[config.mk]
export PLATFORM = sky130hd
export DESIGN_NAME = multi_alarm_core
export DESIGN_NICKNAME = d
export VERILOG_FILES = /design/src/rtl/multi_alarm_core.sv
export SDC_FILE = /design/constraint.sdc
export NUM_CORES = 1
export LEC_CHECK = 0
export CAP_MARGIN = 20
export CORE_UTILIZATION = 30
export CTS_CLUSTER_DIAMETER = 30
export DETAILED_ROUTE_END_ITERATION = 10
export GPL_ROUTABILITY_DRIVEN = 0
export SKIP_LAST_GASP = 1
export SYNTH_ARGS = -nofsm -noshare
export SYNTH_HDL_FRONTEND = slang
export SYNTH_SLANG_ARGS = --single-unit
[constraint.sdc]
create_clock -name CLK100MHZ -period 6.7 [get_ports CLK100MHZ]
set_clock_uncertainty 0.1 [all_clocks]
set_input_delay 0.67 -clock CLK100MHZ [delete_from_list [all_inputs] [get_ports CLK100MHZ]]
set_output_delay 0.67 -clock CLK100MHZ [all_outputs]
set_load 0.02 [all_outputs]
[src/rtl/multi_alarm_core.sv]
// 24h BCD clock with NUM_ALARMS ring/snooze/timeout alarms.
// Digit, ringing and led outputs are registered (one cycle behind state). There is no backpressure: ticks and edits are consumed on arrival.
module multi_alarm_core #(
  parameter int NUM_ALARMS   = 4,
  parameter int SEC_PER_MIN  = 60,
  parameter int SNOOZE_MIN   = 5,
  parameter int RING_MAX_MIN = 10
) (
  input  logic                  CLK100MHZ,
  input  logic                  rst,
  input  logic                  tick_1hz,
  input  logic                  count_active,
  input  logic [2:0]            sel,
  input  logic                  inc_min,
  input  logic                  inc_hour,
  input  logic                  snooze,
  input  logic [NUM_ALARMS-1:0] alarm_en,
  output logic [1:0]            hourten,
  output logic [3:0]            hour,
  output logic [2:0]            minten,
  output logic [3:0]            min,
  output logic [NUM_ALARMS-1:0] ringing,
  output logic                  led
);
  localparam int SW = (SEC_PER_MIN > 1) ? $clog2(SEC_PER_MIN) : 1;

  typedef struct packed {
    logic [1:0] ht;
    logic [3:0] ho;
    logic [2:0] mt;
    logic [3:0] mo;
  } bcd_time_t;

  typedef enum logic [1:0] {IDLE, RINGING, SNOOZED} alm_state_t;

  // Minute increment wraps 59 -> 00 inside the minute digits only; callers add the hour carry.
  function automatic bcd_time_t bump_min(input bcd_time_t t);
    bcd_time_t r;
    r = t;
    if (t.mo == 4'd9) begin
      r.mo = 4'd0;
      r.mt = (t.mt == 3'd5) ? 3'd0 : t.mt + 3'd1;
    end else begin
      r.mo = t.mo + 4'd1;
    end
    return r;
  endfunction

  function automatic bcd_time_t bump_hour(input bcd_time_t t);
    bcd_time_t r;
    r = t;
    if (t.ht == 2'd2 && t.ho == 4'd3) begin
      r.ht = 2'd0;
      r.ho = 4'd0;
    end else if (t.ho == 4'd9) begin
      r.ho = 4'd0;
      r.ht = t.ht + 2'd1;
    end else begin
      r.ho = t.ho + 4'd1;
    end
    return r;
  endfunction

  function automatic bcd_time_t apply_edit(input bcd_time_t t, input logic dm, input logic dh);
    bcd_time_t r;
    r = t;
    if (dm) r = bump_min(r);
    if (dh) r = bump_hour(r);
    return r;
  endfunction

  bcd_time_t             tod, tod_adv, sel_time, disp;
  bcd_time_t             alm_time [NUM_ALARMS];
  alm_state_t            st       [NUM_ALARMS];
  alm_state_t            st_nxt   [NUM_ALARMS];
  logic [3:0]            cnt      [NUM_ALARMS];
  logic [3:0]            cnt_nxt  [NUM_ALARMS];
  logic [SW-1:0]         sec;
  logic                  inc_min_q, inc_hour_q, snooze_q;
  logic                  min_p, hour_p, snz_p, any_edit, tod_sel, tod_edit, madv;
  logic [NUM_ALARMS-1:0] alm_sel, ring_nxt;

  assign min_p    = inc_min & ~inc_min_q;
  assign hour_p   = inc_hour & ~inc_hour_q;
  assign snz_p    = snooze & ~snooze_q;
  assign any_edit = min_p | hour_p;

  always_comb begin
    alm_sel = '0;
    for (int k = 0; k < NUM_ALARMS; k++) alm_sel[k] = (sel == 3'(k + 1));
  end

  // sel values beyond the last alarm fall back to the time of day.
  assign tod_sel  = ~|alm_sel;
  assign tod_edit = tod_sel & any_edit;
  assign madv     = tick_1hz & count_active & ~tod_edit & (sec == SW'(SEC_PER_MIN - 1));
  assign tod_adv  = (tod.mt == 3'd5 && tod.mo == 4'd9) ? bump_hour(bump_min(tod)) : bump_min(tod);

  always_comb begin
    sel_time = tod;
    for (int k = 0; k < NUM_ALARMS; k++)
      if (alm_sel[k]) sel_time = alm_time[k];
  end

  // Dismiss beats snooze, snooze beats the minute countdown; a fresh match ignores snooze.
  always_comb begin
    ring_nxt = '0;
    for (int k = 0; k < NUM_ALARMS; k++) begin
      st_nxt[k]  = st[k];
      cnt_nxt[k] = cnt[k];
      if (!alarm_en[k]) begin
        st_nxt[k]  = IDLE;
        cnt_nxt[k] = 4'd0;
      end else begin
        case (st[k])
          IDLE: if (madv && tod_adv == alm_time[k]) begin
            st_nxt[k]  = RINGING;
            cnt_nxt[k] = 4'(RING_MAX_MIN);
          end
          RINGING: if (snz_p) begin
            st_nxt[k]  = SNOOZED;
            cnt_nxt[k] = 4'(SNOOZE_MIN);
          end else if (madv) begin
            if (cnt[k] <= 4'd1) begin
              st_nxt[k]  = IDLE;
              cnt_nxt[k] = 4'd0;
            end else begin
              cnt_nxt[k] = cnt[k] - 4'd1;
            end
          end
          SNOOZED: if (madv) begin
            if (cnt[k] <= 4'd1) begin
              st_nxt[k]  = RINGING;
              cnt_nxt[k] = 4'(RING_MAX_MIN);
            end else begin
              cnt_nxt[k] = cnt[k] - 4'd1;
            end
          end
          default: begin
            st_nxt[k]  = IDLE;
            cnt_nxt[k] = 4'd0;
          end
        endcase
      end
      ring_nxt[k] = (st_nxt[k] == RINGING);
    end
  end

  always_ff @(posedge CLK100MHZ) begin
    if (rst) begin
      tod        <= '0;
      sec        <= '0;
      inc_min_q  <= 1'b0;
      inc_hour_q <= 1'b0;
      snooze_q   <= 1'b0;
      for (int k = 0; k < NUM_ALARMS; k++) begin
        alm_time[k] <= '0;
        st[k]       <= IDLE;
        cnt[k]      <= 4'd0;
      end
      disp    <= '0;
      ringing <= '0;
      led     <= 1'b0;
    end else begin
      inc_min_q  <= inc_min;
      inc_hour_q <= inc_hour;
      snooze_q   <= snooze;
      if (tod_edit) begin
        tod <= apply_edit(tod, min_p, hour_p);
        sec <= '0;
      end else if (tick_1hz && count_active) begin
        if (madv) begin
          sec <= '0;
          tod <= tod_adv;
        end else begin
          sec <= sec + SW'(1);
        end
      end
      for (int k = 0; k < NUM_ALARMS; k++) begin
        if (alm_sel[k] && any_edit) alm_time[k] <= apply_edit(alm_time[k], min_p, hour_p);
        st[k]  <= st_nxt[k];
        cnt[k] <= cnt_nxt[k];
      end
      disp    <= sel_time;
      ringing <= ring_nxt;
      led     <= |ring_nxt;
    end
  end

  assign {hourten, hour, minten, min} = disp;

endmodule

==> impl_metrics.json <==
{
  "ys.flop_type": "dfxtp_1",
  "min_to": "sec[5]",
  "dieArea_um2": 27500,
  "cts_hold_buf": 0,
  "fin_area_um2": 9170,
  "rsz0062_at_grt": "false",
  "grt_usage": 0.166,
  "ys.warnings.count": 0,
  "cts_buffers": 17,
  "drtIter0Drc": 640,
  "maxCapViolCount": 0,
  "worst_ep_required_time_ns": 6.96,
  "syn_inst": 955,
  "power_frac_comb": 0.101,
  "drv_slew": 0,
  "arrival_ns": 4.39,
  "violations": "design-rule violations",
  "clk_pin_slew_ns": 0.06,
  "seq_power_share": 0.421,
  "hold_viol": 0,
  "root_buffer": "clkbuf_16",
  "fin_crit_sh": 0.616,
  "die_x_um": 166,
  "ys_ff_latch": 116,
  "leakagePower_nw": 3.30,
  "internal_power_mw": 1.43,
  "hp-start": "sec[5]",
  "holdPathStages": 2,
  "clk-insertion-delay-late_ns": 0.42,
  "fin_crit_ns": 4.13,
  "synthesis.nets": 1011,
  "tightest_slew_ns": 0.959,
  "swShare": 0.255,
  "r2r-start": "tod[0]",
  "grt_pass1_wl_um": 36000,
  "postRouteAntennaNets": 0,
  "grt_start_max_net_pins": 37,
  "netlist_area_um2": 8050,
  "ir_drop_v": 0.000145,
  "clock_sinks": 116,
  "synth-edff-count": 52,
  "diodes": 0,
  "r2r_cells": 9,
  "yosysUniqueCellTypes": 78,
  "coreArea_um2": 26200,
  "holdCritPathClass": "flop to flop",
  "initial_core_util": 0.307,
  "clk_path_buf_depth": 2,
  "syn_to_final_growth_pct": 13.9,
  "power_density_nw_per_um2": 209,
  "avgSynthCellArea_um2": 8.42,
  "overflow": 0,
  "slew_headroom": 0.361,
  "drc_errors": 6,
  "cts_resized": 0,
  "drive_gt1_frac": 0.0581,
  "start_kind": "flop",
  "reg2reg_slack_ns": 2.57,
  "status": "finished, violations left",
  "io_pins": 32,
  "rows": 59,
  "cp-end-kind": "flop",
  "crit_type": "flop to flop",
  "die_y_um": 166,
  "antenna_found_initial": 0,
  "critical_path.max_fanout": 18,
  "tritoncts": "yes",
  "tns_ns": 0,
  "via_per_inst": 5.43,
  "port_buffers": 31,
  "post_cts.repair.setup_buffers": 0,
  "switching_power_mw": 0.487,
  "firstDrtPassIters": 10,
  "setup_viol": 0,
  "reg2reg_to": "led",
  "wire_per_inst_um": 17.3,
  "clockPowerShare": 0.478,
  "ys_seq_area_frac": 0.353,
  "dr_total_vias": 7059,
  "dp_hpwl_um": 16200,
  "cts-htree-levels": 4,
  "fmax_ghz": 0.242,
  "synth-async-reset-ratio": 0,
  "place_area_um2": 8570,
  "grt_pass1_vias": 6625,
  "fin_nets": 1007,
  "routed_wl_um": 22500
}
placed cells by master (no fill, tap or decap), types with 19 or more instances in the layout:
master / count
inv_1: 39
nor2_1: 140
a211oi_1: 49
mux2i_1: 21
nor2b_1: 22
nand2_1: 66
ha_1: 42
edfxtp_1: 52
a21oi_1: 53
xnor2_1: 55
clkdlybuf4s50_1: 31
nor3_1: 40
o21ai_0: 44
xor2_1: 22
dfxtp_1: 64
clkbuf_16: 19
stage by stage:
step / setup WS (ns) / std cells / total power [mW] / hold slack (ns) / utilization
floorplan: 3.47 / 955 / 0.939 / 0.354 / -
global route: 2.44 / 1299 / 1.98 / 0.419 / 0.350
finish: 2.57 / 1299 / 1.91 / 0.388 / 0.350
CTS: 2.69 / 1299 / 1.92 / 0.393 / 0.350
detailed placement: 2.47 / 1267 / 1.01 / 0.384 / 0.327
global placement: 2.51 / 1267 / 1.01 / 0.370 / 0.327
sequential cells by signal (all words and copies together), names as in the netlist:
signal / cells
alm_time: 52
inc_min_q: 1
hourten: 2
inc_hour_q: 1
sec: 6
tod: 13
hour: 4
st: 8
cnt: 16
ringing: 4
minten: 3
min: 4
snooze_q: 1
led: 1
worst max path at each step:
stage / from / cells after the start / slack [ns] / endpoint
6_report: tod[0] / 9 / 2.57 / led
5_1_grt: tod[0] / 9 / 2.44 / led
4_1_cts: tod[0] / 9 / 2.69 / led
3_5_place_dp: tick_1hz / 9 / 2.47 / cnt[1][2]
3_3_place_gp: tick_1hz / 9 / 2.51 / cnt[1][2]
2_1_floorplan: tod[11] / 11 / 3.47 / cnt[0][1]
power by group through the flow:
stage	Clock (mW)	Sequential, mW	Combinational [mW]
detailed placement	0	0.820	0.189
finish	0.915	0.806	0.193
CTS	0.929	0.805	0.191
global placement	0	0.819	0.188
global route	0.960	0.810	0.211
floorplan	0	0.803	0.136
kinds of logic after synthesis:
| kind of cell | count (synthesis) | share of synthesized area |
|---|---|---|
| fa+ha+maj | 42 | 0.0653 |
| xor+xnor | 77 | 0.0838 |
| simple gates | 375 | 0.232 |
| buf+inv | 99 | 0.0496 |
| compound gates | 224 | 0.188 |
| flops | 116 | 0.353 |
| mux | 22 | 0.0275 |
critical path, cell delays in order, from the launching register on:
cell	delay, ns
dfxtp_1	0.59
ha_1	0.36
and4b_1	0.82
a31oi_1	0.26
nor2_1	0.40
xnor2_1	0.14
a2111o_1	0.37
o41ai_1	0.65
a21bo_2	0.24
a221o_1	0.13
final cells by class:
| class | instances | area [um2] |
|---|---|---|
| clock inverter | 7 | 65.1 |
| inverter | 40 | 150 |
| clock buffer | 25 | 528 |
| sequential | 116 | 2840 |
| tap | 335 | 419 |
| multi-input combinational | 740 | 4810 |
| fill | 2700 | 17000 |
| timing repair buffer | 36 | 348 |
routing by layer:
layer | global-route usage | wire length (um) | share of wire
met2 | 0.255 | 10000 | 0.45
met3 | 0.0331 | 1480 | 0.066
met1 | 0.232 | 10500 | 0.47
met4 | 0.0532 | 443 | 0.020
met5 | 0 | 0 | 0
Yosys cell counts (all sizes together), types with 12 or more instances:
cell,n,share of area
xor2,22,0.024
nor4,12,0.011
nand3,17,0.011
buf,14,0.0098
a21oi,53,0.033
nor2b,22,0.017
nor3,40,0.025
nor2,140,0.065
nand2,67,0.032
xnor2,55,0.060
mux2i,21,0.026
and2,18,0.014
ha,42,0.065
or3,12,0.0093
inv,39,0.018
dfxtp,64,0.16
a211oi,50,0.048
o21ai,45,0.028
edfxtp,52,0.19
clkbuf,45,0.021
Note: power is estimated with default switching activity, not from simulation.
